===== src/rtl/dma_pkg.sv =====
// Shared constants, FSM state encoding and helpers for the DMA priority arbiter.
package dma_pkg;

  localparam int DMA_NCH = 4;
  localparam int DMA_CW  = 2;

  typedef enum logic [1:0] {
    IDLE    = 2'd0,
    REQ     = 2'd1,
    GRANT   = 2'd2,
    RELEASE = 2'd3
  } arb_state_t;

  // NCH is a power of two, so the natural CW-bit wrap gives (id+1) mod NCH.
  function automatic logic [DMA_CW-1:0] next_ptr(input logic [DMA_CW-1:0] id);
    return id + 2'd1;
  endfunction

endpackage


===== src/rtl/dma_rr_pick.sv =====
// Stateless priority resolver: first eligible channel at or after the pointer wins.
module dma_rr_pick
  import dma_pkg::*;
#(
  parameter int NCH = DMA_NCH,
  parameter int CW  = DMA_CW
) (
  input  logic [NCH-1:0] eligible,
  input  logic [CW-1:0]  pointer,
  output logic [NCH-1:0] grant,
  output logic [CW-1:0]  id
);

  logic          found_s;
  logic [CW-1:0] idx_s;

  // Scan channels starting at the pointer, wrapping modulo NCH.
  always_comb begin
    grant   = '0;
    id      = '0;
    found_s = 1'b0;
    idx_s   = '0;
    for (int i = 0; i < NCH; i++) begin
      idx_s = pointer + CW'(i);
      if (!found_s && eligible[idx_s]) begin
        found_s      = 1'b1;
        grant[idx_s] = 1'b1;
        id           = idx_s;
      end else begin
        found_s = found_s;
      end
    end
  end

endmodule


===== src/rtl/dma_priority_arbiter.sv =====
// DMA channel arbiter: hold-request handshake with the CPU, fixed or rotating
// priority, single-transfer or demand mode. All outputs are registered.
module dma_priority_arbiter
  import dma_pkg::*;
#(
  parameter int NCH = DMA_NCH,
  parameter int CW  = DMA_CW
) (
  input  logic           clk,
  input  logic           reset,
  input  logic [NCH-1:0] dreq,
  input  logic [NCH-1:0] mask,
  input  logic           ctrl_disable,
  input  logic           rot_pri,
  input  logic           demand,
  input  logic           hlda,
  input  logic           xfer_done,
  output logic           hrq,
  output logic [NCH-1:0] dack,
  output logic [CW-1:0]  ch_id,
  output logic           grant_valid
);

  arb_state_t     state_r, next_state_s;
  logic [CW-1:0]  ptr_r, ptr_nx_s, pick_ptr_s, pick_id_s;
  logic [NCH-1:0] eligible_s, pick_grant_s;
  logic           hrq_r, hrq_nx_s, gv_r, gv_nx_s;
  logic [NCH-1:0] dack_r, dack_nx_s;
  logic [CW-1:0]  ch_id_r, ch_id_nx_s;

  // Eligible channel set and the pointer handed to the resolver.
  always_comb begin
    eligible_s = '0;
    pick_ptr_s = '0;
    if (ctrl_disable) begin
      eligible_s = '0;
    end else begin
      eligible_s = dreq & ~mask;
    end
    if (rot_pri) begin
      pick_ptr_s = ptr_r;
    end else begin
      pick_ptr_s = '0;
    end
  end

  dma_rr_pick #(.NCH(NCH), .CW(CW)) u_pick (
    .eligible (eligible_s),
    .pointer  (pick_ptr_s),
    .grant    (pick_grant_s),
    .id       (pick_id_s)
  );

  // State and rotation-pointer register.
  always_ff @(posedge clk or negedge reset) begin
    if (!reset) begin
      state_r <= IDLE;
      ptr_r   <= '0;
    end else begin
      state_r <= next_state_s;
      ptr_r   <= ptr_nx_s;
    end
  end

  // Next-state logic; the pointer only advances on a normal GRANT exit.
  always_comb begin
    next_state_s = state_r;
    ptr_nx_s     = ptr_r;
    case (state_r)
      IDLE: begin
        if (|eligible_s) next_state_s = REQ;
        else             next_state_s = IDLE;
      end
      REQ: begin
        if (hlda) begin
          if (|eligible_s) next_state_s = GRANT;
          else             next_state_s = RELEASE;
        end else begin
          next_state_s = REQ;
        end
      end
      GRANT: begin
        if (!hlda) begin
          next_state_s = RELEASE;
        end else if (xfer_done) begin
          if (demand && dreq[ch_id_r]) begin
            next_state_s = GRANT;
          end else begin
            next_state_s = RELEASE;
            if (rot_pri) ptr_nx_s = next_ptr(ch_id_r);
            else         ptr_nx_s = ptr_r;
          end
        end else begin
          next_state_s = GRANT;
        end
      end
      RELEASE: begin
        if (!hlda) next_state_s = IDLE;
        else       next_state_s = RELEASE;
      end
      default: begin
        next_state_s = IDLE;
      end
    endcase
  end

  // Output values for the coming cycle; the grant is frozen for all of GRANT.
  always_comb begin
    hrq_nx_s   = (next_state_s == REQ) || (next_state_s == GRANT);
    dack_nx_s  = '0;
    ch_id_nx_s = '0;
    gv_nx_s    = 1'b0;
    if (next_state_s == GRANT) begin
      gv_nx_s = 1'b1;
      if (state_r == REQ) begin
        dack_nx_s  = pick_grant_s;
        ch_id_nx_s = pick_id_s;
      end else begin
        dack_nx_s  = dack_r;
        ch_id_nx_s = ch_id_r;
      end
    end else begin
      gv_nx_s = 1'b0;
    end
  end

  // Output register.
  always_ff @(posedge clk or negedge reset) begin
    if (!reset) begin
      hrq_r   <= 1'b0;
      dack_r  <= '0;
      ch_id_r <= '0;
      gv_r    <= 1'b0;
    end else begin
      hrq_r   <= hrq_nx_s;
      dack_r  <= dack_nx_s;
      ch_id_r <= ch_id_nx_s;
      gv_r    <= gv_nx_s;
    end
  end

  assign hrq         = hrq_r;
  assign dack        = dack_r;
  assign ch_id       = ch_id_r;
  assign grant_valid = gv_r;

endmodule


===== config.mk =====
export PLATFORM = sky130hd
export DESIGN_NAME = dma_priority_arbiter
export DESIGN_NICKNAME = d
export VERILOG_FILES = /design/src/rtl/dma_pkg.sv /design/src/rtl/dma_rr_pick.sv /design/src/rtl/dma_priority_arbiter.sv
export SDC_FILE = /design/constraint.sdc
export NUM_CORES = 1
export LEC_CHECK = 0
export ABC_AREA = 1
export ABC_CLOCK_PERIOD_IN_PS = 3700
export BUFFER_PORTS_ARGS = -buffer_cell sky130_fd_sc_hd__buf_2
export CAP_MARGIN = 5
export CORE_MARGIN = 3
export CORE_UTILIZATION = 40
export CTS_BUF_LIST = sky130_fd_sc_hd__clkbuf_8 sky130_fd_sc_hd__clkbuf_16
export CTS_CLUSTER_DIAMETER = 30
export DETAILED_ROUTE_END_ITERATION = 8
export GPL_TIMING_DRIVEN = 0
export PLACE_DENSITY_LB_ADDON = 0.3
export SLEW_MARGIN = 0
export SYNTH_ARGS = -nofsm -noshare
export SYNTH_HDL_FRONTEND = slang
export SYNTH_HIERARCHICAL = 1
export SYNTH_SLANG_ARGS = --single-unit

===== constraint.sdc =====
create_clock -name clk -period 3.7 [get_ports clk]
set_input_delay 0.74 -clock clk [delete_from_list [all_inputs] [get_ports clk]]
set_output_delay 0.74 -clock clk [all_outputs]
set_load 0.1 [all_outputs]

# After elaboration in Yosys (flattened, before gate mapping)

Index checks and enable logic that the tools add are counted.

Bits in registers: 12
Bits of input ports: 15
Output and inout bits: 8
Logic and storage cells: 90

Add/sub/neg operators: 4
$lt $le $gt $ge: 9
Equality and inequality tests: 6
Muxes and demuxes: 44
Bitwise logic cells: 6
Reductions and logical operators: 15

Operators with widths:

| kind                                                                                | number |
|---|---|
| 4-bit 2-to-1 mux                                                                    | 7 |
| 2-bit 2-to-1 mux                                                                    | 11 |
| 1-bit 2-to-1 mux                                                                    | 16 |
| 2-bit by 3-bit less-than comparator with 1-bit output, second input constant        | 5 |
| 4-bit bitwise OR                                                                    | 3 |
| 1-bit binary-select mux with 2-bit select                                           | 5 |
| 1-bit demux with 2-bit select                                                       | 4 |
| 2-bit by 1-bit greater-or-equal comparator with 1-bit output, second input constant | 4 |
| 1-bit logical AND                                                                   | 8 |
| 2-bit one-hot mux with 4 select lines                                               | 1 |
| 2-bit equality test, second input constant                                          | 3 |
| 5-bit AND reduction                                                                 | 1 |
| 2-bit by 1-bit adder with 2-bit output, second input constant                       | 2 |
| 2-bit adder, second input constant                                                  | 2 |
| 4-bit bitwise AND                                                                   | 1 |
| 2-bit by 1-bit equality test with 1-bit output, second input constant               | 2 |
| 4-bit NOT                                                                           | 1 |
| 4-bit OR reduction                                                                  | 1 |
| 1-bit logical NOT                                                                   | 3 |
| 2-bit logical NOT                                                                   | 1 |
| 2-bit by 1-bit inequality test with 1-bit output, second input constant             | 1 |
| 1-bit logical OR                                                                    | 1 |
| 1-bit NOT                                                                           | 1 |

# Logic depth before layout (Yosys ltp)

Gate-level depths: netlist of run 1.

Depth in word-level cells: 17
Mapped depth: 14
Gate-level depth less buffers: 14

# By module

Netlist of run 1, hierarchy kept.

Modules (own cells, without submodules):

| module               | times used | cells an instance | area each (µm²) | seq. area each (µm²) |
|---|---|---|---|---|
| dma_priority_arbiter | 1          | 87                | 654.4           | 300.3 |
| dma_rr_pick          | 1          | 73                | 426.7           | 0.0 |

# Worst setup path before layout of run 1

No wires, ideal clock.

Kind: register to register
From: reg ch_id_r[0], in the netlist ch_id[0]
To: reg ch_id_r[0], in the netlist ch_id[0]
Library setup time: 0.084 ns
Data arrival time: 2.214 ns
Data required time: 3.616 ns
Slack: 1.402 ns
Cell stages (with the launch flop): 14
Path buffers: 0
Clock period less this slack: 2.298 ns
Path through: dfrtp_1 > inv_2 > nand2_1 > nand3_1 > nand2_1 > nand2_2 > nand2_1 > nand2_1 > nand2_1 > nand2_1 > nand2_1 > ha_1 > o21ai_0 > o21ai_0

Cells in the longest elaborated chain, start to end: 9
Elaborated cells between the ends (all ways): 10
Those cells by class: 2 x eq/ne; 7 x mux; 1 x reduce/logical

Ends and longest elaborated chain:

| what                                                                                                         | line                        | source |
|---|---|---|
| start, declared                                                                                              | dma_priority_arbiter.sv:29  | `logic [CW-1:0] ch_id_r, ch_id_nx_s;` |
| start signal, assigned                                                                                       | dma_priority_arbiter.sv:137 | `ch_id_r <= ch_id_nx_s;` |
| 1-bit binary-select mux with 2-bit select (*)                                                                | dma_priority_arbiter.sv:86  | `if (demand && dreq[ch_id_r]) begin` |
| 1-bit 2-to-1 mux (not written as such) (*)                                                                   | dma_priority_arbiter.sv:86  |  |
| 1-bit logical AND (*)                                                                                        | dma_priority_arbiter.sv:86  |  |
| 1-bit 2-to-1 mux (*)                                                                                         | dma_priority_arbiter.sv:86  |  |
| 2-bit 2-to-1 mux (*)                                                                                         | dma_priority_arbiter.sv:85  | `end else if (xfer_done) begin` |
| 2-bit 2-to-1 mux (*)                                                                                         | dma_priority_arbiter.sv:83  | `if (!hlda) begin` |
| 2-bit one-hot mux with 4 select lines (*)                                                                    | dma_priority_arbiter.sv:69  | `case (state_r)` |
| 2-bit equality test (*)                                                                                      | dma_priority_arbiter.sv:113 | `if (next_state_s == GRANT) begin` |
| 2-bit by 1-bit inequality test with 1-bit output (no source line) / 2-bit 2-to-1 mux (equally long branches) | -                           |  |

Mark *: on every way between the ends. The rest lies on a longest branch, timed or not. The select of a mux whose other input is x is not followed.
A chain may end at the register's enable or synchronous reset.

# Final worst setup path of run 1

From: in rot_pri
To: reg dack_r[0], in the netlist dack[0]

Cells in the longest elaborated chain, start to end: 15
Elaborated cells between the ends (all ways): 50
Those cells by class: 3 x add/sub; 8 x order compare; 26 x mux; 3 x bitwise; 10 x reduce/logical

Ends and longest elaborated chain:

| what                                                                                           | line                        | source |
|---|---|---|
| start, declared                                                                                | dma_priority_arbiter.sv:14  | `input logic rot_pri,` |
| 2-bit 2-to-1 mux (*)                                                                           | dma_priority_arbiter.sv:40  | `if (rot_pri) begin` |
| named net pick_ptr_s[0]                                                                        | dma_priority_arbiter.sv:25  | `logic [CW-1:0] ptr_r, ptr_nx_s, pick_ptr_s, pick_id_s;` |
| branches (longest 11 deep; another with 2-bit by 3-bit less-than comparator with 1-bit output) | -                           |  |
| 4-bit 2-to-1 mux (*)                                                                           | dma_rr_pick.sv:25           | `if (!found_s && eligible[idx_s]) begin` |
| named net pick_grant_s[0]                                                                      | dma_priority_arbiter.sv:26  | `logic [NCH-1:0] eligible_s, pick_grant_s;` |
| 4-bit 2-to-1 mux (*)                                                                           | dma_priority_arbiter.sv:115 | `if (state_r == REQ) begin` |
| 4-bit 2-to-1 mux (*)                                                                           | dma_priority_arbiter.sv:113 |  |
| end signal, assigned                                                                           | dma_priority_arbiter.sv:136 | `dack_r <= dack_nx_s;` |
| end, declared                                                                                  | dma_priority_arbiter.sv:28  | `logic [NCH-1:0] dack_r, dack_nx_s;` |

Mark *: on every way through the listed nets, which the timed path passes. The select of a mux whose other input is x is not followed.

==> results.md, run 1 <==
- Layout fillers: 270
- CP startpoint: rot_pri
- Full die area: approximately 3400 sq um
- Congestion Overflow GR: 0
- Cell count after synthesis: 160
- CTS tree: yes
- Pre-antenna DRT Iters: 4
- Max_slew headroom: 63.5%
- ANT nets after route: 0
- Final hold slack: 374 ps
- Nets: 209
- Pwr Total: about 800 uW
- Register area share after synthesis: 27.8%
- H-Tree Depth: 1
- Number of global-route vias before repair: ~950
- Reg-to-reg endpoint: dack[0]
- Largest net degree at the start of global routing: 13
- Tmin final: 2350 ps
- Peak VDD IR: 455 uV
- Max Freq: 426 MHz
- Worst Path Required: 3850 ps
- DRC viols: 0
- Post-CTS Setup Inserts: 0
- Detailed-route via count: roughly 1100
- Syn Nets: 182
- Distinct cell type count after synthesis: 20
- Hpwl dp: 1.91 mm
- GPL Wtd Cong: 0.881
- First-pass GRT wire length: 3.94 mm
- Arr. time, crit path: 2500 ps
- Slew Limit Fails: 0
- Post-synthesis cell area: roughly 1100 sq um
- Hold Crit Class: input pin to async pin
- Max-cap violations: 0
- LEAKAGE: 0.718 nW
- Via-to-Cell Ratio: 4.96
- Critical Path, Cell by Cell: buf_2 > nand2_1 > inv_1 > inv_2 > ha_1 > inv_1 > nand3_1 > nand2_1 > nor2_2 > a21oi_1 > nand3_1 > nand3_1 > o21ai_0
- Worst r2r src: ptr_r[0]
- P per Cell Area: 626 nW/um^2
- Core area: 2520 sq um
- Cts-stage hold buffer count: 0
- Critical Path Max Stage Delay: 390 ps
- Storage cell area: 300 sq um
- Critical Path Start Type: input pin
- Initial Util: between 40% and 50%
- Die X: between 50 and 60 um
- Die Ht: 58.0 um
- Synthesis Warnings: 6
- CP Buf/Inv Count: 4
- Worst R2R Path Depth: 12
- Final setup margin: 1350 ps
- Outcome: finished, final reports clean
- Synth area leaders: dfrtp_1, nand2_1, nand3_1, inv_1, ha_1
- Final Hold Viols: 0
- CTS Buffer Depth: 2
- Ratio of cells with drive above 1 in the final layout: 24.2%
- Setup-failing EPs final: 0
- Final period util: 63.5%
- GRT Total Usage: between 10% and 20%
- IO Count: 23
- Synthesis-stage register bit count: 12
- Crit path kind: input pin to flop
- Reg clk slew, reported paths: about 50 ps
- Area grow syn2layout: 18.7%
- Clock sink total: 12
- Root buffer cell: clkbuf_8
- Inserted Clock Buffers: 3
- I/O Buffers: 22
- Worst skew pair latency: 240 ps
- Pre-CTS setup slack: 1090 ps
- Syn_area_per_cell: between 6 and 7 sq um
- Setup slack, reg-to-reg: 1610 ps
- DRT Wirelength: 2.36 mm
- 1st-iter DRT viols: 32
- Area leader, netlist: dfrtp_1
- Initial antenna violation count: 0
- Worst-margin pin slew: 542 ps
- Critical Path Fanout Max: 9
- # diodes: 0
- Slowest cell on crit path: ha_1
- Top Family by Delay on Critical Path: simple AND/OR/NAND/NOR gates
- CP Capture Type: flop
- Final setup TNS: 0 ps
- RSZ-0062 raised after global routing: false
- Core Rows: 18
- Skew final: between 2 and 3 ps
- Area share of the largest cell type after synthesis: 27.8%
- CTS resizes: 0
- CP endpoint: dack[0]
- Critical Path Stages: 13
- Wirelength per Cell: 10.9 um
- Area of the multi-input gates: 653 sq um
- Crit-path most repeated cell: nand3_1
[where the power goes]
part | internal [mW] | total, mW | switching, mW | leakage (nW)
sequential | 0.166 | 0.189 | 0.0229 | 0.157
combinational | 0.126 | 0.475 | 0.349 | 0.532
clock | 0.0938 | 0.140 | 0.0462 | 0.0288
total | 0.386 | 0.804 | 0.418 | 0.718
[layer usage]
| layer | track usage [%] | vias up | share of wire [%] |
|---|---|---|---|
| li1 | - | 571 | - |
| met4 | 1.32 | 0 | 0 |
| met5 | 0 | - | 0 |
| met1 | 18.9 | 482 | 48 |
| met3 | 4.01 | 0 | 4.1 |
| met2 | 25.3 | 19 | 48 |
[logic make-up after synthesis]
logic type / after synthesis / share of synthesized area [%]
buffers and inverters: 32 / 11.8
flip-flops: 12 / 27.8
XOR/XNOR: 1 / 0.810
AO/OA/AOI/OAI: 21 / 10.6
AND/OR/NAND/NOR: 87 / 40.9
adder cells (fa/ha/maj): 7 / 8.10
[layout make-up]
| type | instances | area share, % |
|---|---|---|
| plain buffers | 1 | 0.877 |
| clock buffers | 4 | 4.29 |
| inverters | 31 | 9.06 |
| flip-flops and latches | 12 | 23.4 |
| well taps | 30 | 2.92 |
| repair buffers | 22 | 8.58 |
| multi-input cells | 116 | 50.9 |
[cells in the mapped netlist, drive strengths merged]
cell	instances
dfrtp	12
a21oi	8
buf	1
o21ai	9
nand3b	1
ha	7
nor3	1
a21boi	4
nand4	7
nor2	5
nand2	45
inv	31
nand3	28
xnor2	1
[flip-flops by register name (all words and copies together), names as in the netlist]
signal / cells
ch_id: 2
dack: 4
grant_valid: 1
hrq: 1
ptr_r: 2
state_r: 2
[through the flow]
step                      area, sq um  utilization [%]  cells
after floorplan                  1080                -    160
after CTS                        1280             50.9    216
final                            1280             50.9    216
after detailed placement         1230             48.7    212
after global placement           1230             48.7    212
after global routing             1280             50.9    216
[cell usage in the layout (no fill, tap or decap), types with 7 or more instances in the layout]
master / n
nand2_1: 37
inv_1: 28
nand3_1: 24
buf_2: 22
dfrtp_1: 12
o21ai_0: 9
a21oi_1: 8
nand2_2: 7
nand4_1: 7
ha_1: 7
[worst min path at each step]
stage	start	end	slack, ps	cells past startpoint
after floorplan	reset	ch_id[0]	440	0
after global placement	ptr_r[0]	ptr_r[0]	470	2
after detailed placement	ptr_r[0]	ptr_r[0]	500	2
after CTS	reset	dack[0]	380	1
after global routing	reset	hrq	390	1
final	reset	hrq	370	1
No activity file was read; power rests on OpenSTA's default activity.
==> inputs of run 2 (changes only) <==
Settings changed: ABC_CLOCK_PERIOD_IN_PS 3700 to 1900.
Clock period 3.7 ns to 1.9 ns, I/O delays scaled along.
==> results.md, run 2 (synthesis results as in run 1) <==
- Hpwl dp: 2.04 mm
- LEAKAGE: 0.746 nW
- GRT Total Usage: 16.7%
- Peak VDD IR: slightly above 1000 uV
- Worst Path Required: 2060 ps
- CTS Buffer Depth: 2
- Core area: 2520 sq um
- Max Freq: 552 MHz
- Dpl cells: 212
- Clock sink total: 12
- Die X: 58.0 um
- Area grow syn2layout: 28.6%
- GPL Wtd Cong: ~0.8
- Most frequent cells in the layout: nand2_1, inv_1, nand3_1
- P per Cell Area: 1270 nW/um^2
- CTS tree: yes
- Initial Util: about 43%
- Number of global-route vias before repair: 1041
- Nets: 215
- DRT Wirelength: roughly 2.8 mm
- Wirelength per Cell: 12.6 um
- Clock share of power: 15.8%
- Worst R2R Path Depth: 13
- Setup-failing EPs final: 0
- Worst-margin pin slew: 487 ps
- Outcome: finished, final reports clean
- Final period util: 95.4%
- Tmin final: 1810 ps
- IO Count: 23
- ANT nets after route: 0
- Inserted Clock Buffers: 3
- Slew Limit Fails: 0
- Critical Path Fanout Max: 9
- Final hold slack: 11.8 ps
- Skew final: 1.25 ps
- Flop pwr share: between 20% and 30%
- Pre-antenna DRT Iters: 4
- H-Tree Depth: 1
- Ratio of cells with drive above 1 in the final layout: 32.3%
- Critical Path Start Type: flop
- RSZ-0062 raised after global routing: true
- Root buffer cell: clkbuf_8
- DRC viols: 0
- I/O Buffers: 22
- Full die area: 3360 sq um
- Crit path kind: flop to flop
- Sw frac: 51.6%
- Via-to-Cell Ratio: 5.32
- Final setup TNS: 0 ps
- Max-cap violations: 0
- Detailed-route via count: 1180
- Commonest non-fill, non-tap cell in the layout: nand2_1
- Pwr Total: 1.77 mW
- Max_slew headroom: about two thirds
- Core Rows: 18
- Logic pwr share: 62.9%
- Reg clk slew, reported paths: 50 ps
- First-pass GRT wire length: between 4 and 5 mm
- Congestion Overflow GR: 0
- Die Ht: 58.0 um
- Final Non-Filler Cells: ~220
- Initial antenna violation count: 0
- Layout fillers: 255
- # diodes: 0
- Hold Crit Class: input pin to async pin
- Largest net degree at the start of global routing: 13
- Worst skew pair latency: roughly 240 ps
- Internal: between 800 and 900 uW
- 1st-iter DRT viols: 48
- Final Hold Viols: 0
- Sw Pwr: 912 uW
- Arr. time, crit path: 1970 ps
- Max FFs per register: 4
- CP Capture Type: flop
-- run 2: what timing repair did --
item,CTS,global route
gates cloned,0,1
setup buffers,0,5
hold buffers,0,0
pin swaps,0,6
setup endpoints to repair,6,6
resized for setup,7,11
-- run 2: power by group through the flow --
stage / Sequential (mW) / Combinational, mW / Clock, mW
final: 0.377 / 1.11 / 0.279
after global routing: 0.383 / 1.19 / 0.294
after CTS: 0.372 / 0.981 / 0.286
after detailed placement: 0.372 / 0.936 / 0
after global placement: 0.372 / 0.909 / 0
after floorplan: 0.598 / 0.521 / 0
-- run 2: area by class of cell --
type                       count  area, sq um  share of cell area [%]
buffer                         1         11.3                   0.810
timing repair buffer          28          159                    11.4
clock buffer                   4         55.1                    3.96
multi-input combinational    116          696                    50.0
sequential                    12          308                    22.1
tap                           30         37.5                    2.70
inverter                      31          124                    8.91
-- run 2: worst max-delay path, cell delays in order (launching register included) --
cell     delay, ps
dfrtp_1        370
nand2_2         80
inv_4           90
inv_6           60
ha_4           290
inv_2           50
nand2_2         50
nand2_2         70
nor2_4         160
buf_6          140
nand4_1         90
nand3_1        120
nand3_1         80
o21ai_0         80
-- run 2: per-stage QoR --
step	setup slack, ps	area (sq um)	utilization [%]
CTS	11.0	1320	52.1
global placement	-327	1240	49.0
floorplan	28.5	1090	-
detailed placement	-385	1240	49.0
finish	88.1	1390	55.1
global route	-32.0	1390	55.1
-- run 2: routing by layer --
| metal | track usage (%) | routed length (um) | vias up |
|---|---|---|---|
| met5 | 0 | 0 | - |
| met4 | 6.62 | 58 | 0 |
| met2 | 27.6 | 1420 | 40 |
| met3 | 2.23 | 141 | 8 |
| met1 | 22.0 | 1180 | 545 |
| li1 | - | - | 587 |
-- run 2: worst paths after layout --
kind,from,end,slack [ps]
max,ptr_r[0],dack[2],90
min,reset,dack[2],10
max reg2reg,ptr_r[0],dack[2],90
min reg2reg,ptr_r[1],ptr_r[1],490
max in group asynchronous,reset,ch_id[1],1650
min in group clk,xfer_done,ptr_r[0],450
